**config.mk**
```make
export PLATFORM = sky130hd
export DESIGN_NAME = tdm_burst_tx
export DESIGN_NICKNAME = d
export VERILOG_FILES = /design/src/rtl/tdm_tx_pkg.sv /design/src/rtl/sync_fifo.sv /design/src/rtl/tdm_burst_tx.sv
export SDC_FILE = /design/constraint.sdc
export NUM_CORES = 1
export LEC_CHECK = 0
export ABC_AREA = 1
export CAP_MARGIN = 20
export CORE_ASPECT_RATIO = 0.6
export CORE_MARGIN = 2
export CORE_UTILIZATION = 38
export CTS_BUF_LIST = sky130_fd_sc_hd__clkbuf_4 sky130_fd_sc_hd__clkbuf_8
export DETAILED_ROUTE_END_ITERATION = 12
export DONT_BUFFER_PORTS = 1
export PLACE_DENSITY = 0.51
export SETUP_SLACK_MARGIN = 0.4
export SLEW_MARGIN = 20
export SYNTH_ARGS = -nofsm -noshare
export SYNTH_HDL_FRONTEND = slang
export SYNTH_SLANG_ARGS = --single-unit
```
**constraint.sdc**
```tcl
create_clock -name i_clk -period 3.2 [get_ports i_clk]
set_input_delay 0.8 -clock i_clk [delete_from_list [all_inputs] [get_ports i_clk]]
set_output_delay 0.8 -clock i_clk [all_outputs]
set_load 0.1 [all_outputs]
```
**src/rtl/tdm_tx_pkg.sv**
```systemverilog
`default_nettype none
// ============================================================================
//  Module      : tdm_tx_pkg
//  Description : Shared types and helpers for the two-lane TDM burst
//                transmitter: scheduler state encoding, lane index type,
//                frame length helper and state decode functions.
//  Revision    : 1.0 - initial release
// ============================================================================
package tdm_tx_pkg;

    // Scheduler states. Bit 1 selects the lane, bit 0 marks a guard gap.
    typedef enum logic [1:0] {
        SLOT0  = 2'b00,
        GUARD0 = 2'b01,
        SLOT1  = 2'b10,
        GUARD1 = 2'b11
    } state_t;

    typedef logic lane_t;

    // Cycles in one complete frame (two slots, two guard gaps).
    function automatic int frame_len(input int burst_len, input int guard_len);
        return 2 * (burst_len + guard_len);
    endfunction

    function automatic logic is_slot(input state_t s);
        return (s == SLOT0) || (s == SLOT1);
    endfunction

    // Lane that owns the given state (slot and its following guard).
    function automatic lane_t slot_lane(input state_t s);
        return lane_t'((s == SLOT1) || (s == GUARD1));
    endfunction

endpackage
`default_nettype wire

```
**src/rtl/sync_fifo.sv**
```systemverilog
`default_nettype none
// ============================================================================
//  Module      : sync_fifo
//  Description : Single-clock show-ahead FIFO. o_rdata always presents the
//                head entry; a pop advances it. Pushes while full and pops
//                while empty are ignored.
//  Ports       : i_clk, i_rst_n (sync, active-low), i_push/i_wdata,
//                i_pop/o_rdata, o_full, o_empty, o_count (occupancy)
//  Revision    : 1.0 - initial release
// ============================================================================
module sync_fifo #(
    parameter int DATA_W = 8,
    parameter int DEPTH  = 16
) (
    input  logic                     i_clk,
    input  logic                     i_rst_n,
    input  logic                     i_push,
    input  logic [DATA_W-1:0]        i_wdata,
    input  logic                     i_pop,
    output logic [DATA_W-1:0]        o_rdata,
    output logic                     o_full,
    output logic                     o_empty,
    output logic [$clog2(DEPTH):0]   o_count
);

    localparam int c_AW = (DEPTH > 1) ? $clog2(DEPTH) : 1;
    localparam int c_CW = $clog2(DEPTH) + 1;

    logic [DATA_W-1:0] r_mem [2**c_AW];
    logic [c_AW-1:0]   r_wr_ptr;
    logic [c_AW-1:0]   r_rd_ptr;
    logic [c_CW-1:0]   r_count;
    logic              w_push;
    logic              w_pop;

    assign o_full  = (r_count == c_CW'(DEPTH));
    assign o_empty = (r_count == '0);
    assign o_count = r_count;
    assign o_rdata = r_mem[r_rd_ptr];

    assign w_push = i_push && !o_full;
    assign w_pop  = i_pop && !o_empty;

    always_ff @(posedge i_clk) begin
        if (!i_rst_n) begin
            r_wr_ptr <= '0;
            r_rd_ptr <= '0;
            r_count  <= '0;
        end else begin
            if (w_push) r_wr_ptr <= r_wr_ptr + c_AW'(1);
            if (w_pop)  r_rd_ptr <= r_rd_ptr + c_AW'(1);
            case ({w_push, w_pop})
                2'b10:   r_count <= r_count + c_CW'(1);
                2'b01:   r_count <= r_count - c_CW'(1);
                default: r_count <= r_count;
            endcase
        end
    end

    // Storage needs no reset; the pointers define what is valid.
    always_ff @(posedge i_clk) begin
        if (w_push) r_mem[r_wr_ptr] <= i_wdata;
    end

endmodule
`default_nettype wire

```
**src/rtl/tdm_burst_tx.sv**
```systemverilog
`default_nettype none
// ============================================================================
//  Module      : tdm_burst_tx
//  Description : Two-channel burst transmitter. Each channel is buffered in
//                its own FIFO and sent as fixed BURST_LEN bursts in its own
//                time slot of a fixed frame SLOT0-GUARD0-SLOT1-GUARD1.
//                A slot is sent in full or skipped entirely.
//  Ports       : i_clk, i_rst_n (sync, active-low)
//                i_dinN/i_dinN_valid/o_dinN_ready : channel N input stream
//                o_doutN/o_doutN_valid            : lane N output (registered)
//                o_frame_start                    : first cycle of SLOT0
//                o_skipN                          : slot N skipped (underrun)
//  Revision    : 1.0 - initial release
// ============================================================================
module tdm_burst_tx
    import tdm_tx_pkg::*;
#(
    parameter int DATA_W     = 8,
    parameter int BURST_LEN  = 4,
    parameter int GUARD_LEN  = 2,
    parameter int FIFO_DEPTH = 16
) (
    input  logic              i_clk,
    input  logic              i_rst_n,
    input  logic [DATA_W-1:0] i_din0,
    input  logic              i_din0_valid,
    output logic              o_din0_ready,
    input  logic [DATA_W-1:0] i_din1,
    input  logic              i_din1_valid,
    output logic              o_din1_ready,
    output logic [DATA_W-1:0] o_dout0,
    output logic              o_dout0_valid,
    output logic [DATA_W-1:0] o_dout1,
    output logic              o_dout1_valid,
    output logic              o_frame_start,
    output logic              o_skip0,
    output logic              o_skip1
);

    localparam int c_MAX_LEN = (BURST_LEN > GUARD_LEN) ? BURST_LEN : GUARD_LEN;
    localparam int c_CNT_W   = (c_MAX_LEN > 1) ? $clog2(c_MAX_LEN) : 1;
    localparam int c_FCNT_W  = $clog2(FIFO_DEPTH) + 1;

    localparam logic [c_CNT_W-1:0]  c_SLOT_LAST  = c_CNT_W'(BURST_LEN - 1);
    localparam logic [c_CNT_W-1:0]  c_GUARD_LAST = c_CNT_W'(GUARD_LEN - 1);
    localparam logic [c_FCNT_W-1:0] c_BURST_CNT  = c_FCNT_W'(BURST_LEN);

    state_t             r_state;
    state_t             w_state_nxt;
    logic [c_CNT_W-1:0] r_cnt;
    logic [c_CNT_W-1:0] w_cnt_nxt;
    logic               w_last;

    logic [DATA_W-1:0]  w_din       [2];
    logic [1:0]         w_din_valid;

    assign w_din[0]       = i_din0;
    assign w_din[1]       = i_din1;
    assign w_din_valid[0] = i_din0_valid;
    assign w_din_valid[1] = i_din1_valid;

    // ------------------------------------------------------------------
    // Frame scheduler: fixed timing, independent of data availability.
    // ------------------------------------------------------------------
    always_ff @(posedge i_clk) begin
        if (!i_rst_n) begin
            r_state <= SLOT0;
            r_cnt   <= '0;
        end else begin
            r_state <= w_state_nxt;
            r_cnt   <= w_cnt_nxt;
        end
    end

    always_comb begin
        w_state_nxt = r_state;
        w_cnt_nxt   = r_cnt + c_CNT_W'(1);
        w_last      = is_slot(r_state) ? (r_cnt == c_SLOT_LAST)
                                       : (r_cnt == c_GUARD_LAST);
        if (w_last) begin
            w_cnt_nxt = '0;
            case (r_state)
                SLOT0:   w_state_nxt = GUARD0;
                GUARD0:  w_state_nxt = SLOT1;
                SLOT1:   w_state_nxt = GUARD1;
                default: w_state_nxt = SLOT0;
            endcase
        end
    end

    // Status pulses are decoded from state; masking with the reset input
    // keeps every output quiet while reset is held.
    assign o_frame_start = i_rst_n && (r_state == SLOT0) && (r_cnt == '0);

    // ------------------------------------------------------------------
    // Per-lane buffering, slot arming and output registers.
    // ------------------------------------------------------------------
    for (genvar l = 0; l < 2; l++) begin : g_lane
        logic                w_in_slot;
        logic                w_entry;
        logic                w_enough;
        logic                w_ready;
        logic                w_push;
        logic                w_pop;
        logic                w_skip;
        logic                w_full;
        logic                w_empty;
        logic [DATA_W-1:0]   w_rdata;
        logic [c_FCNT_W-1:0] w_count;
        logic                r_armed;
        logic [DATA_W-1:0]   r_dout;
        logic                r_dout_valid;

        assign w_in_slot = is_slot(r_state) && (slot_lane(r_state) == lane_t'(l));
        assign w_entry   = w_in_slot && (r_cnt == '0);
        // Decision uses the registered occupancy, so a byte pushed in the
        // entry cycle itself does not count toward this slot.
        assign w_enough  = (w_count >= c_BURST_CNT);
        assign w_ready   = i_rst_n && !w_full;
        assign w_push    = w_din_valid[l] && w_ready;
        // The entry cycle pops immediately when armed so the burst fills
        // the slot; later slot cycles follow the armed flag.
        assign w_pop     = w_in_slot && !w_empty && (w_entry ? w_enough : r_armed);
        assign w_skip    = i_rst_n && w_entry && !w_enough;

        sync_fifo #(
            .DATA_W (DATA_W),
            .DEPTH  (FIFO_DEPTH)
        ) u_fifo (
            .i_clk   (i_clk),
            .i_rst_n (i_rst_n),
            .i_push  (w_push),
            .i_wdata (w_din[l]),
            .i_pop   (w_pop),
            .o_rdata (w_rdata),
            .o_full  (w_full),
            .o_empty (w_empty),
            .o_count (w_count)
        );

        always_ff @(posedge i_clk) begin
            if (!i_rst_n) begin
                r_armed <= 1'b0;
            end else if (w_in_slot && w_last) begin
                r_armed <= 1'b0;
            end else if (w_entry) begin
                r_armed <= w_enough;
            end
        end

        // Data holds its last value between bursts; valid is the qualifier.
        always_ff @(posedge i_clk) begin
            if (!i_rst_n) begin
                r_dout       <= '0;
                r_dout_valid <= 1'b0;
            end else begin
                r_dout_valid <= w_pop;
                if (w_pop) r_dout <= w_rdata;
            end
        end
    end

    assign o_din0_ready  = g_lane[0].w_ready;
    assign o_din1_ready  = g_lane[1].w_ready;
    assign o_skip0       = g_lane[0].w_skip;
    assign o_skip1       = g_lane[1].w_skip;
    assign o_dout0       = g_lane[0].r_dout;
    assign o_dout0_valid = g_lane[0].r_dout_valid;
    assign o_dout1       = g_lane[1].r_dout;
    assign o_dout1_valid = g_lane[1].r_dout_valid;

endmodule
`default_nettype wire

```
Yosys cells after proc, flatten, opt, wreduce, memory -nomap -nowiden --
Memory sizes are Yosys's and may differ from the RTL's. A register that Yosys moved wholly into a read port is not among the register bits. Cells that the tools add are included.
Storage, ports and cells: bits in writable memories 256, word-level logic and storage cells 91, output and inout port bits 23, memories 2, input bits 20, bits in registers 34
Operators by class: magnitude comparators 2, add/subtract/negate cells 9, equality and inequality tests 11, multiplexer cells 10, bitwise gates (word level) 2, reductions and logical operators 43
Memories:
- g_lane[0].u_fifo.r_mem | depth 16, bits a word 8, rd ports 1, clocked after Yosys merged registers in 1, write ports 1, line sync_fifo.sv:29 | logic [DATA_W-1:0] r_mem [2**c_AW];
- g_lane[1].u_fifo.r_mem | depth 16, bits a word 8, rd ports 1, clocked after Yosys merged registers in 1, write ports 1, line sync_fifo.sv:29
Operators by type and width (number):
- 1-bit logical AND | 24
- 5-bit case mux with 2 select lines | 2
- 4-bit by 1-bit adder with 4-bit output, second input constant | 4
- 5-bit by 1-bit adder with 5-bit output, second input constant | 2
- 2-bit equality test, second input constant | 5
- 5-bit equality test, second input constant | 2
- 5-bit by 3-bit greater-or-equal comparator with 1-bit output, second input constant | 2
- 5-bit logical NOT | 2
- 5-bit by 1-bit subtractor with 5-bit output, second input constant | 2
- 2-bit by 1-bit equality test with 1-bit output, second input constant | 4
- 1-bit logical NOT | 8
- 1-bit 2-to-1 mux | 7
- 2-bit case mux with 3 select lines | 1
- 2-bit OR reduction | 3
- 2-bit logical NOT | 2
- 2-bit nonzero test | 2
- 2-bit by 1-bit adder with 2-bit output, second input constant | 1
- 1-bit logical OR | 2
- 1-bit NOT | 2

Depth between registers and ports, before layout --
word-level depth 10, depth in mapped cells 19, depth with buffers taken out 18

Hierarchy --
Synthesis repeated with hierarchy kept, for this count alone.
Second synthesis, totals: cells, all modules 1152, area, all modules 13496.7 sq um
By module, submodules not included:
- sync_fifo at g_lane[1].u_fifo | times used 1, area an instance 6097.1 sq um, cells each 479, sequential area each 4184.0 sq um
- sync_fifo at g_lane[0].u_fifo | times used 1, area an instance 6087.1 sq um, cells each 476, sequential area each 4184.0 sq um
- tdm_burst_tx | times used 1, area an instance 1312.5 sq um, cells each 197, sequential area each 480.5 sq um

Least setup slack after synthesis --
Ideal clock, no wire load.
kind input port to output port, start input i_rst_n, end output o_skip0, required time 2.400 ns, path buffers 2, slack -0.101 ns, arrival time 2.501 ns, stages 4, cells stage by stage buf_2 -> inv_2 -> buf_1 -> nor2_1
On the way: longest elaborated chain between the ends 2
RTL lines:
- from (decl) | line tdm_burst_tx.sv:24 | input logic i_rst_n,
- 1-bit logical AND (2 in a row) | line tdm_burst_tx.sv:124 | assign w_skip = i_rst_n && w_entry && !w_enough;
- to (decl) | line tdm_burst_tx.sv:36 | output logic o_skip0,
No other way between the ends.

Worst setup path in the final report --
start register r_state[0], end output o_skip1
On the way: longest elaborated chain between the ends 6, elaborated cells on any way between the ends 9, those cells by class eq/ne (2); reduce/logical (7)
RTL lines:
- from (decl) | line tdm_burst_tx.sv:48 | state_t r_state;
- from (signal assigned) | line tdm_burst_tx.sv:70 | r_state <= w_state_nxt;
- 2-bit equality test (tied with other cells) | line tdm_tx_pkg.sv:27, tdm_tx_pkg.sv:32
- 1-bit logical OR (on tied branches) | line tdm_tx_pkg.sv:27, tdm_tx_pkg.sv:32
- 1-bit logical AND * | line tdm_burst_tx.sv:114 | assign w_in_slot = is_slot(r_state) && (slot_lane(r_state) == lane_t'(l));
- 1-bit logical AND * | line tdm_burst_tx.sv:115 | assign w_entry = w_in_slot && (r_cnt == '0);
- 1-bit logical AND * (2 in a row) | line tdm_burst_tx.sv:124
- to (decl) | line tdm_burst_tx.sv:37 | output logic o_skip1
Every way passes the cells marked *; elsewhere a longest branch is shown, timed or not.

==> impl_summary.md <==
Place
OpenSTA, run right after detailed placement, puts the worst setup slack at 652 ps. The number of buffers inserted by port buffering is 0. The HPWL after detailed placement is 23.1 mm. The routability-driven placement congestion ratio is 0.860.

The placed cell area is 14000 um2. The number of cells in the design after placement is 1829.

Cells and area
The area growth from synthesis to layout is 11.8%. The finished cells cover 15000 um2. Of the cells placed in the final design, the portion with a size suffix greater than 1 is 0.0922. After the last flow step, the layout net total stands at 1459. The antenna diode count is 0.

The finished layout holds 1921 standard cells, fillers aside. The final core utilization is 0.430.

Setup path
The signal on the critical path passes through inv_1, ha_2, nand2_1, inv_1, nand3_2, nor2_4, buf_12. The category of the critical setup timing path is reg -> out. The cell with the largest stage delay on the worst path is sky130_fd_sc_hd__dfxtp_1. Along the worst path, the maximum fanout reaches 4. The data arrival time of the critical path is 1830 ps. By instance count, the cell type seen most on the critical path is sky130_fd_sc_hd__inv_1. In this design, the stage delay of the slowest critical-path cell is 310 ps. The critical path endpoint category is an output pin. The startpoint type of the worst setup path is a flop. Data on the critical path is required at its endpoint by 2400 ps.

Logic synthesis
The average footprint of a synthesized cell is 9.76 um2. The most used flip-flop cell after synthesis is sky130_fd_sc_hd__edfxtp_1. Counting every net in the synthesized netlist gives 1424. The number of enable flip-flop cells after synthesis is 256.

In this run the cell area of the synthesized design comes to 13500 um2. The synthesized netlist cell count is 1379. By count the netlist is led by 450 x sky130_fd_sc_hd__nand2_1, 256 x sky130_fd_sc_hd__edfxtp_1, 190 x sky130_fd_sc_hd__nand3_1. The register area share after synthesis is 0.646. The number of different library cells in the post-synthesis netlist is 28.

The portion of synthesized cell area occupied by the leading cell type is 0.571. sky130_fd_sc_hd__nand2_1 is the most common cell in the netlist. sky130_fd_sc_hd__edfxtp_1 takes more of the synthesized area than any other cell. After synthesis, the cell types taking the most area are sky130_fd_sc_hd__edfxtp_1 57%, sky130_fd_sc_hd__nand2_1 13%, sky130_fd_sc_hd__dfxtp_1 7.4%.

The Yosys step of the flow raised 0 warnings. For this run, asynchronously set or reset flops after synthesis account for 0. The flip-flop and latch count after synthesis is 306.

STA
Setup violations remaining at the end of the flow were counted as 0. Measured against its own limit, the worst slew margin works out to 0.263. The transition at the pin with the smallest max-transition slack is 1100 ps. The routed design could run at a clock period as short as 2630 ps. Clock skew on the completed layout was measured at 29.6 ps. Setup slack on the critical path of the routed design comes to 570 ps.

The count of final hold-check violations was 0. The max-slew violation count is 0. On the final layout, the worst hold slack is 309 ps.

Dividing the final minimum period by the clock period gives 0.822. Based on the critical path, the design can be clocked at up to 0.380 GHz. Setup repair after global routing left no endpoint under its margin.

The accumulated negative setup slack is 0 ps.

Die
The die area is 37000 um2. The die span in x is 247 um. For this configuration, the core starts out at a cell density of 0.385.

The floorplan step set the die height to 150 um. During I/O placement, the number of pins put on the boundary was 43. The floorplan has 53 rows. After floorplanning, the core was sized to cover 34900 um2.

Clock network
The clock root buffer is sky130_fd_sc_hd__clkbuf_8. The number of clock buffers inserted by TritonCTS is 49. The clock net sink count is 306. The hold-fix buffer count after cts is 0. TritonCTS built the clock tree.

The clock tree synthesis step divided the H-tree into 2 levels. The clock reaches the later pin of the worst-skew pair after 590 ps. The worst-case clock buffer depth is 3.

After clock tree synthesis, the clock-pin slew on the worst setup and hold paths is 70 ps.

Global routing
The via count of the first global-routing pass is 8505. The initial antenna violation count is 0. The maximum number of pins on one net before global-route repair is 68. The global route total overflow is 0. Across every metal layer, demand over resource in global routing totals 0.197. The first global-routing pass estimated 54.1 mm of wire.

Route
The DRC violation total after the first TritonRoute iteration is 913. The routed length per instance is 18.7 um. The DRC violation count after routing is 0. The average vias per placed instance is 4.93. In this run the remaining antenna-violating nets after routing total 0.

The via count is 9466. The routed wire length is 36.0 mm. The first detailed-routing pass took 5 iterations.

Power
In this run the power density over the cells is 676 nW/um2. The leakage power total is 6.32 nW. The final total power is 10.2 mW.

The worst-case IR drop observed on VDD is 0.000796 V.

Min path
The min-delay analysis places its worst path in the category in -> reg.

Run status
The flow ran to the end, and the final reports show no timing, DRC or antenna violations.

Job
Max-cap violations in this run came to 0.
[sequential cells by signal, summed over array words and instances, names as in the netlist]
signal	cells
g_lane.u_fifo.r_mem	256
g_lane.u_fifo.o_count	10
g_lane.u_fifo.r_rd_ptr	8
g_lane.u_fifo.r_wr_ptr	8
o_dout0	8
o_dout1	8
g_lane.r_armed	2
r_cnt	2
r_state	2
o_dout0_valid	1
o_dout1_valid	1
[critical path: cells and delay by family, from the launching register on]
kind / cells / cell delay, ps
and+or+nand+nor: 3 / 320
adders and majority gates: 1 / 220
DFF: 1 / 310
buffers and inverters: 3 / 400
[layer usage]
| metal | wire length, um | share of wire | up-vias | global-route usage |
|---|---|---|---|---|
| met1 | 18900 | 0.52 | 4529 | 0.334 |
| li1 | - | - | 4545 | - |
| met5 | 0 | 0 | - | 0 |
| met3 | 3290 | 0.091 | 52 | 0.0506 |
| met4 | 525 | 0.015 | 0 | 0.0401 |
| met2 | 13300 | 0.37 | 340 | 0.241 |
[area by class of cell]
| type | instances | area (um2) |
|---|---|---|
| inverter | 192 | 721 |
| clock inverter | 28 | 146 |
| timing repair buffer | 43 | 347 |
| tap | 467 | 584 |
| fill | 3361 | 19900 |
| multi-input combinational | 822 | 3750 |
| sequential | 306 | 8690 |
| clock buffer | 63 | 798 |
[what timing repair did]
item | 4_1_cts | 5_1_grt
setup buffers | 0 | 0
resized for setup | 0 | 9
setup endpoints to repair | 0 | 3
[worst paths after layout]
| kind | cells after the start | endpoint | slack, ps | from |
|---|---|---|---|---|
| max reg2reg | 17 | g_lane[1].u_fifo.o_count[4] | 690 | r_cnt[0] |
| min | 0 | g_lane[0].u_fifo.r_mem[5][2] | 310 | i_din0[2] |
| max | 7 | o_skip1 | 570 | r_state[0] |
| min reg2reg | 1 | r_cnt[0] | 450 | r_cnt[0] |
[kinds of logic after synthesis]
logic type,after synthesis,share of synthesized area
simple gates,740,0.227
buf+inv,251,0.0771
compound gates,47,0.0192
xor+xnor,10,0.00651
flops,306,0.646
fa+ha+maj,25,0.0244
[where the power goes]
group | internal [mW] | total, mW | leakage (nW) | switching (mW)
Sequential | 4.47 | 4.99 | 2.72 | 0.522
Combinational | 0.554 | 1.88 | 3.11 | 1.32
Clock | 1.71 | 3.30 | 0.494 | 1.58
Total | 6.74 | 10.2 | 6.32 | 3.43
[layout by cell type (no fill, tap or decap), types with 3 or more instances in the layout]
| master | instances |
|---|---|
| sky130_fd_sc_hd__clkbuf_4 | 11 |
| sky130_fd_sc_hd__inv_2 | 7 |
| sky130_fd_sc_hd__edfxtp_1 | 256 |
| sky130_fd_sc_hd__buf_4 | 40 |
| sky130_fd_sc_hd__dfxtp_1 | 48 |
| sky130_fd_sc_hd__nand3_2 | 3 |
| sky130_fd_sc_hd__nand3_1 | 189 |
| sky130_fd_sc_hd__clkbuf_8 | 52 |
| sky130_fd_sc_hd__xor2_1 | 9 |
| sky130_fd_sc_hd__inv_1 | 183 |
| sky130_fd_sc_hd__nor2_4 | 3 |
| sky130_fd_sc_hd__clkinv_1 | 22 |
| sky130_fd_sc_hd__ha_1 | 21 |
| sky130_fd_sc_hd__nor2_1 | 86 |
| sky130_fd_sc_hd__clkinv_2 | 5 |
| sky130_fd_sc_hd__o21ai_0 | 15 |
| sky130_fd_sc_hd__a21oi_1 | 24 |
| sky130_fd_sc_hd__nand2_1 | 450 |
| sky130_fd_sc_hd__nand4_1 | 4 |
Note: power is estimated with default switching activity, not from simulation.
